### config.mk
export PLATFORM = sky130hd
export DESIGN_NAME = fft_seq_ctrl
export DESIGN_NICKNAME = d
export VERILOG_FILES = /design/src/rtl/fft_seq_ctrl_pkg.sv /design/src/rtl/fft_iter_counter.sv /design/src/rtl/fft_seq_ctrl.sv
export SDC_FILE = /design/constraint.sdc
export NUM_CORES = 1
export LEC_CHECK = 0
export ABC_AREA = 0
export BUFFER_PORTS_ARGS = -buffer_cell sky130_fd_sc_hd__buf_2
export CAP_MARGIN = 20
export CORE_MARGIN = 1.5
export CORE_UTILIZATION = 35
export CTS_CLUSTER_DIAMETER = 200
export DETAILED_ROUTE_END_ITERATION = 8
export HOLD_SLACK_MARGIN = 0.03
export PLACE_DENSITY = 0.56
export SYNTH_ARGS = -nofsm -noshare
export SYNTH_HDL_FRONTEND = slang
export SYNTH_SLANG_ARGS = --single-unit
export TNS_END_PERCENT = 10
### constraint.sdc
create_clock -name clock_i -period 3.9 [get_ports clock_i]
set_clock_uncertainty 0.2 [all_clocks]
set_input_delay 0.78 -clock clock_i [delete_from_list [all_inputs] [get_ports clock_i]]
set_output_delay 0.78 -clock clock_i [all_outputs]
set_load 0.02 [all_outputs]
### src/rtl/fft_seq_ctrl_pkg.sv
// Shared types and helpers for the FFT sequencing controller.
// State encoding plus a closed-form run length used by checkers.
package fft_seq_ctrl_pkg;

  typedef enum logic [2:0] {
    StIdle  = 3'd0,
    StAddr  = 3'd1,
    StBfly  = 3'd2,
    StWait  = 3'd3,
    StWrite = 3'd4,
    StPost  = 3'd5,
    StAdv   = 3'd6,
    StDone  = 3'd7
  } state_e;

  localparam int unsigned FixedStepCycles = 5;

  // Cycles from the enable-sampling edge until DONE is entered.
  function automatic int unsigned total_cycles(input int unsigned log2n,
                                               input int unsigned bfly_wait);
    return log2n * (32'd1 << (log2n - 1)) * (FixedStepCycles + bfly_wait);
  endfunction

endpackage

### src/rtl/fft_iter_counter.sv
// Stage / butterfly-index counter for the FFT sequencer.
// clear_i has priority over inc_i; bfly wraps to 0 and bumps stage.
module fft_iter_counter #(
  parameter int unsigned LOG2_N  = 11,
  parameter int unsigned STAGE_W = 4
) (
  input  logic                clk_i,
  input  logic                rst_ni,
  input  logic                inc_i,
  input  logic                clear_i,
  output logic [STAGE_W-1:0]  stage_o,
  output logic [LOG2_N-2:0]   bfly_o,
  output logic                last_bfly_o,
  output logic                last_stage_o
);

  logic [STAGE_W-1:0] stage_q, stage_d;
  logic [LOG2_N-2:0]  bfly_q, bfly_d;

  assign last_bfly_o  = (bfly_q == '1);
  assign last_stage_o = (stage_q == STAGE_W'(LOG2_N - 1));

  always_comb begin
    stage_d = stage_q;
    bfly_d  = bfly_q;
    if (clear_i) begin
      stage_d = '0;
      bfly_d  = '0;
    end else if (inc_i) begin
      if (last_bfly_o) begin
        bfly_d  = '0;
        stage_d = stage_q + STAGE_W'(1);
      end else begin
        bfly_d = bfly_q + (LOG2_N - 1)'(1);
      end
    end
  end

  always_ff @(posedge clk_i or negedge rst_ni) begin
    if (!rst_ni) begin
      stage_q <= '0;
      bfly_q  <= '0;
    end else begin
      stage_q <= stage_d;
      bfly_q  <= bfly_d;
    end
  end

  assign stage_o = stage_q;
  assign bfly_o  = bfly_q;

endmodule

### src/rtl/fft_seq_ctrl.sv
// Parametrised radix-2 FFT sequencing controller (FSM, wait counter, output regs).
// Optional ADDR-state stall input enabled by defining FFT_SEQ_CTRL_HOLD_EN.
module fft_seq_ctrl
  import fft_seq_ctrl_pkg::*;
#(
  parameter int unsigned LOG2_N    = 11,
  parameter int unsigned BFLY_WAIT = 2,
  parameter int unsigned STAGE_W   = 4
) (
  input  logic               clock_i,
  input  logic               reset_ni,
  input  logic               enable_i,
  input  logic               abort_i,
`ifdef FFT_SEQ_CTRL_HOLD_EN
  input  logic               hold_i,
`endif
  output logic               addr_enable_o,
  output logic               addr_writemode_o,
  output logic               butterfly_enable_o,
  output logic               busy_o,
  output logic               done_o,
  output logic [STAGE_W-1:0] stage_o,
  output logic [LOG2_N-2:0]  bfly_idx_o
);

  localparam int unsigned WaitW = (BFLY_WAIT > 1) ? $clog2(BFLY_WAIT) : 1;

  state_e             state_q, state_d;
  logic [WaitW-1:0]   wait_q, wait_d;
  logic               cnt_inc, cnt_clear;
  logic               last_bfly, last_stage;
  logic               addr_en_q, wr_mode_q, bfly_en_q, busy_q, done_q;

  logic addr_stall;
`ifdef FFT_SEQ_CTRL_HOLD_EN
  assign addr_stall = hold_i;
`else
  assign addr_stall = 1'b0;
`endif

  always_comb begin
    state_d   = state_q;
    wait_d    = wait_q;
    cnt_inc   = 1'b0;
    cnt_clear = 1'b0;
    if (abort_i && (state_q != StIdle)) begin
      state_d   = StIdle;
      wait_d    = '0;
      cnt_clear = 1'b1;
    end else begin
      unique case (state_q)
        StIdle:  if (enable_i && !abort_i) state_d = StAddr;
        StAddr:  if (!addr_stall) state_d = StBfly;
        StBfly: begin
          state_d = StWait;
          wait_d  = '0;
        end
        StWait: begin
          if (wait_q == WaitW'(BFLY_WAIT - 1)) begin
            state_d = StWrite;
            wait_d  = '0;
          end else begin
            wait_d = wait_q + WaitW'(1);
          end
        end
        StWrite: state_d = StPost;
        StPost:  state_d = StAdv;
        StAdv: begin
          // Final butterfly clears the counters instead of wrapping them.
          if (last_bfly && last_stage) begin
            state_d   = StDone;
            cnt_clear = 1'b1;
          end else begin
            state_d = StAddr;
            cnt_inc = 1'b1;
          end
        end
        StDone:  state_d = StIdle;
        default: state_d = StIdle;
      endcase
    end
  end

  always_ff @(posedge clock_i or negedge reset_ni) begin
    if (!reset_ni) begin
      state_q   <= StIdle;
      wait_q    <= '0;
      addr_en_q <= 1'b0;
      wr_mode_q <= 1'b0;
      bfly_en_q <= 1'b0;
      busy_q    <= 1'b0;
      done_q    <= 1'b0;
    end else begin
      state_q   <= state_d;
      wait_q    <= wait_d;
      addr_en_q <= (state_d == StAdv);
      wr_mode_q <= (state_d == StWrite);
      bfly_en_q <= (state_d == StBfly);
      busy_q    <= (state_d != StIdle);
      done_q    <= (state_d == StDone);
    end
  end

  fft_iter_counter #(
    .LOG2_N  (LOG2_N),
    .STAGE_W (STAGE_W)
  ) u_iter_counter (
    .clk_i        (clock_i),
    .rst_ni       (reset_ni),
    .inc_i        (cnt_inc),
    .clear_i      (cnt_clear),
    .stage_o      (stage_o),
    .bfly_o       (bfly_idx_o),
    .last_bfly_o  (last_bfly),
    .last_stage_o (last_stage)
  );

  assign addr_enable_o      = addr_en_q;
  assign addr_writemode_o   = wr_mode_q;
  assign butterfly_enable_o = bfly_en_q;
  assign busy_o             = busy_q;
  assign done_o             = done_q;

endmodule

==> results.cfg <==
[synthesis]
synth_fa_ha_area_share_pct = 2.786
synth_top_family_by_area = simple AND/OR/NAND/NOR gates
synth_area_per_cell_um2 = 9.358
ys_warn_count = 0
syn_area_um2 = 1348
synth.distinct_cells = 40
ys.flop_type = dfrtp_1
synth_compound_gate_area_share_pct = 22.28
synth_top_area_share_pct = 42.71
yosys_register_bits = 23
yosysTopAreaCell = dfrtp_1
synth_edf_count = 0
synthCells = 144
synth_seq_area_share_pct = 42.71
syn_nets = 151
synth_xor_area_share_pct = 0
synthSimpleGateAreaFrac_pct = 24.51
synth.area.mux_share_pct = 0.8357
async_flop_share_pct = 100.0
ys_top_cells_by_area = dfrtp_1 (43%), o21ai_0 (4.5%), a21oi_1 (4.1%)

[setup_path]
cp.arrival_ns = 2.30
crit_chain = nand3b_4 -> or4_4 -> or3_1 -> a211oi_1
crit_path_start_kind = flip-flop
cp_slowest_cell = dfrtp_1
cp_num_buf_inv = 0
required_ns = 3.87
crit_fanout = 18
critPathKind = flip-flop to flip-flop
end_kind = flip-flop
critPathMaxStageDelay_ns = 0.70
cpLargestDelayFamily = simple AND/OR/NAND/NOR gates
ff2ff_setup_slack_ns = 1.57

[pwr]
p_seq_share_pct = 56.3
total_power_w = 0.0004755
sw_frac_of_total_pct = 28.90
p_switching_w = 0.0001374
peakVddDrop_mv = 0.1370
p_leak_nw = 0.6886
power_density_nw_per_um2 = 315.9
combPwrFrac_pct = 12.8
intPower_w = 0.0003381
clkPwrFrac_pct = 30.9

[placement]
io_buffers = 22
gp_congestion = 0.7911
hpwl_mm = 2.148
place_area_um2 = 1459

[global_route]
antenna_found_initial = 0
use_met3_pct = 2.257
use_met2_pct = 23.58
grt_pass1_vias = 1082
grt_pass1_wl_mm = 5.237
grt_util_met1_pct = 23.33
grt_usage_pct = 15.80
globalRouteOverflowTotal = 0
busiest_layer = met2
grt_max_degree = 24

[layout]
finalInstanceArea_um2 = 1505
syn_to_final_growth_pct = 11.70
drive_gt1_share_pct = 20.99
nNetsFinal = 170
diodes = 0
finalCoreUtilization_pct = 40.81

[cts]
clkTransAtPathRegs_ns = 0.08
numClockSinks = 23
root_buffer = clkbuf_8
h-tree-depth = 1
cts_tree = yes
hold_buffers = 0
postCtsSetupBuffers = 0
worstSkewPairLatency_ns = 0.26
numCtsBuffers = 3
cts_buffer_depth = 2
cts_resized = 0

[status]
status = completed

[route]
wl_mm = 3.095
vias_per_cell = 5.605
drt_iter0_drc = 67
drcViolationCount = 0
final_antenna_net_count = 0
dr_total_vias = 1177
wl_per_cell_um = 14.74
first_pass_iters = 4

[die]
io_pins = 23
coreArea_um2 = 3689
die_y_um = 65.05
dieArea_um2 = 4232
die_w_um = 65.05
initial_core_util_pct = 36.53
num_rows = 22

[sta]
finalMaxSlewViolations = 0
fmax_ghz = 0.4288
setup_viol = 0
timing.final.crit_period_ns = 2.332
timing.final.crit_share_pct = 59.80
slew_headroom_pct = 36.60
rsz0062_at_grt = no
hold_viol = 0
tightest_slew_ns = 0.9510
setup_tns_ns = 0

[flow_run]
drv_cap = 0

[min_path]
worst_hold_path_type = input port to async pin
[cell type report]
type                    instances  area, µm²
clock buffers                   3      41.29
inverters                       9      33.78
flip-flops and latches         23      575.6
fillers                       391       2183
repair buffers                 22      110.1
clock inverters                 1      5.005
well taps                      48      60.06
multi-input cells             104      679.4
[metrics by stage]
step / hold WS, ns / instances / setup WS (ns)
after floorplan: 0.2844 / 144 / 1.644
after global placement: 0.3176 / 206 / 1.499
after detailed placement: 0.3361 / 206 / 1.430
after CTS: 0.2953 / 210 / 1.560
after global routing: 0.3232 / 210 / 1.428
final: 0.2788 / 210 / 1.568
[final timing paths]
path	depth (start not counted)	start	end
hold / removal	1	reset_ni	wait_q
setup reg to reg	4	state_q[2]	u_iter_counter.stage_o[3]
setup / recovery	4	state_q[2]	u_iter_counter.stage_o[3]
min in group clock_i	1	u_iter_counter.bfly_o[9]	u_iter_counter.bfly_o[9]
max in group asynchronous	1	reset_ni	u_iter_counter.stage_o[1]
hold reg to reg	1	u_iter_counter.bfly_o[9]	u_iter_counter.bfly_o[9]
[per-layer routing]
metal  routed length [µm]  share of wire (%)
met5                    0                  0
met4                   23               0.74
met3                  130                4.2
met2                 1414                 46
met1                 1526                 49
[kinds of logic after synthesis]
group,count (synthesis)
and+or+nand+nor,54
buffers and inverters,17
DFF,23
adders and majority gates,3
muxes,1
AOI/OAI and AO/OA,46
[state kept, by name, summed over array words and instances (netlist names)]
signal / cells
addr_enable_o: 1
addr_writemode_o: 1
busy_o: 1
butterfly_enable_o: 1
done_o: 1
state_q: 3
u_iter_counter.bfly_o: 10
u_iter_counter.stage_o: 4
wait_q: 1
[cells in the final DEF (no fill, tap or decap), drive strengths merged, types with 2 or more instances in the layout]
cell	count
or4	6
and2	3
or3	4
a21boi	2
o41ai	5
nor2	5
nand4b	3
o21ai	12
ha	3
inv	9
dfrtp	23
nor3b	2
clkbuf	3
nand2	11
a21oi	11
nor3	7
o31ai	5
nand2b	3
nand3	5
a31oi	2
o2111ai	2
buf	22
[power by group through the flow]
stage          logic (W)  registers [W]  clock network, W
2_1_floorplan  0.0000484       0.000267                 0
3_3_place_gp   0.0000591       0.000271                 0
3_5_place_dp   0.0000607       0.000272                 0
4_1_cts        0.0000608       0.000268          0.000153
5_1_grt        0.0000701       0.000272          0.000168
6_report       0.0000608       0.000268          0.000147
[cell usage after synthesis, drive strengths merged, types with 4 or more instances]
cell / n
nor2: 5
or4: 6
clkbuf: 5
o31ai: 5
o41ai: 5
or3: 4
nor3: 7
inv: 9
o21ai: 12
dfrtp: 23
nand2: 11
nand3: 5
a21oi: 11
No activity file was read; power rests on OpenSTA's default activity.
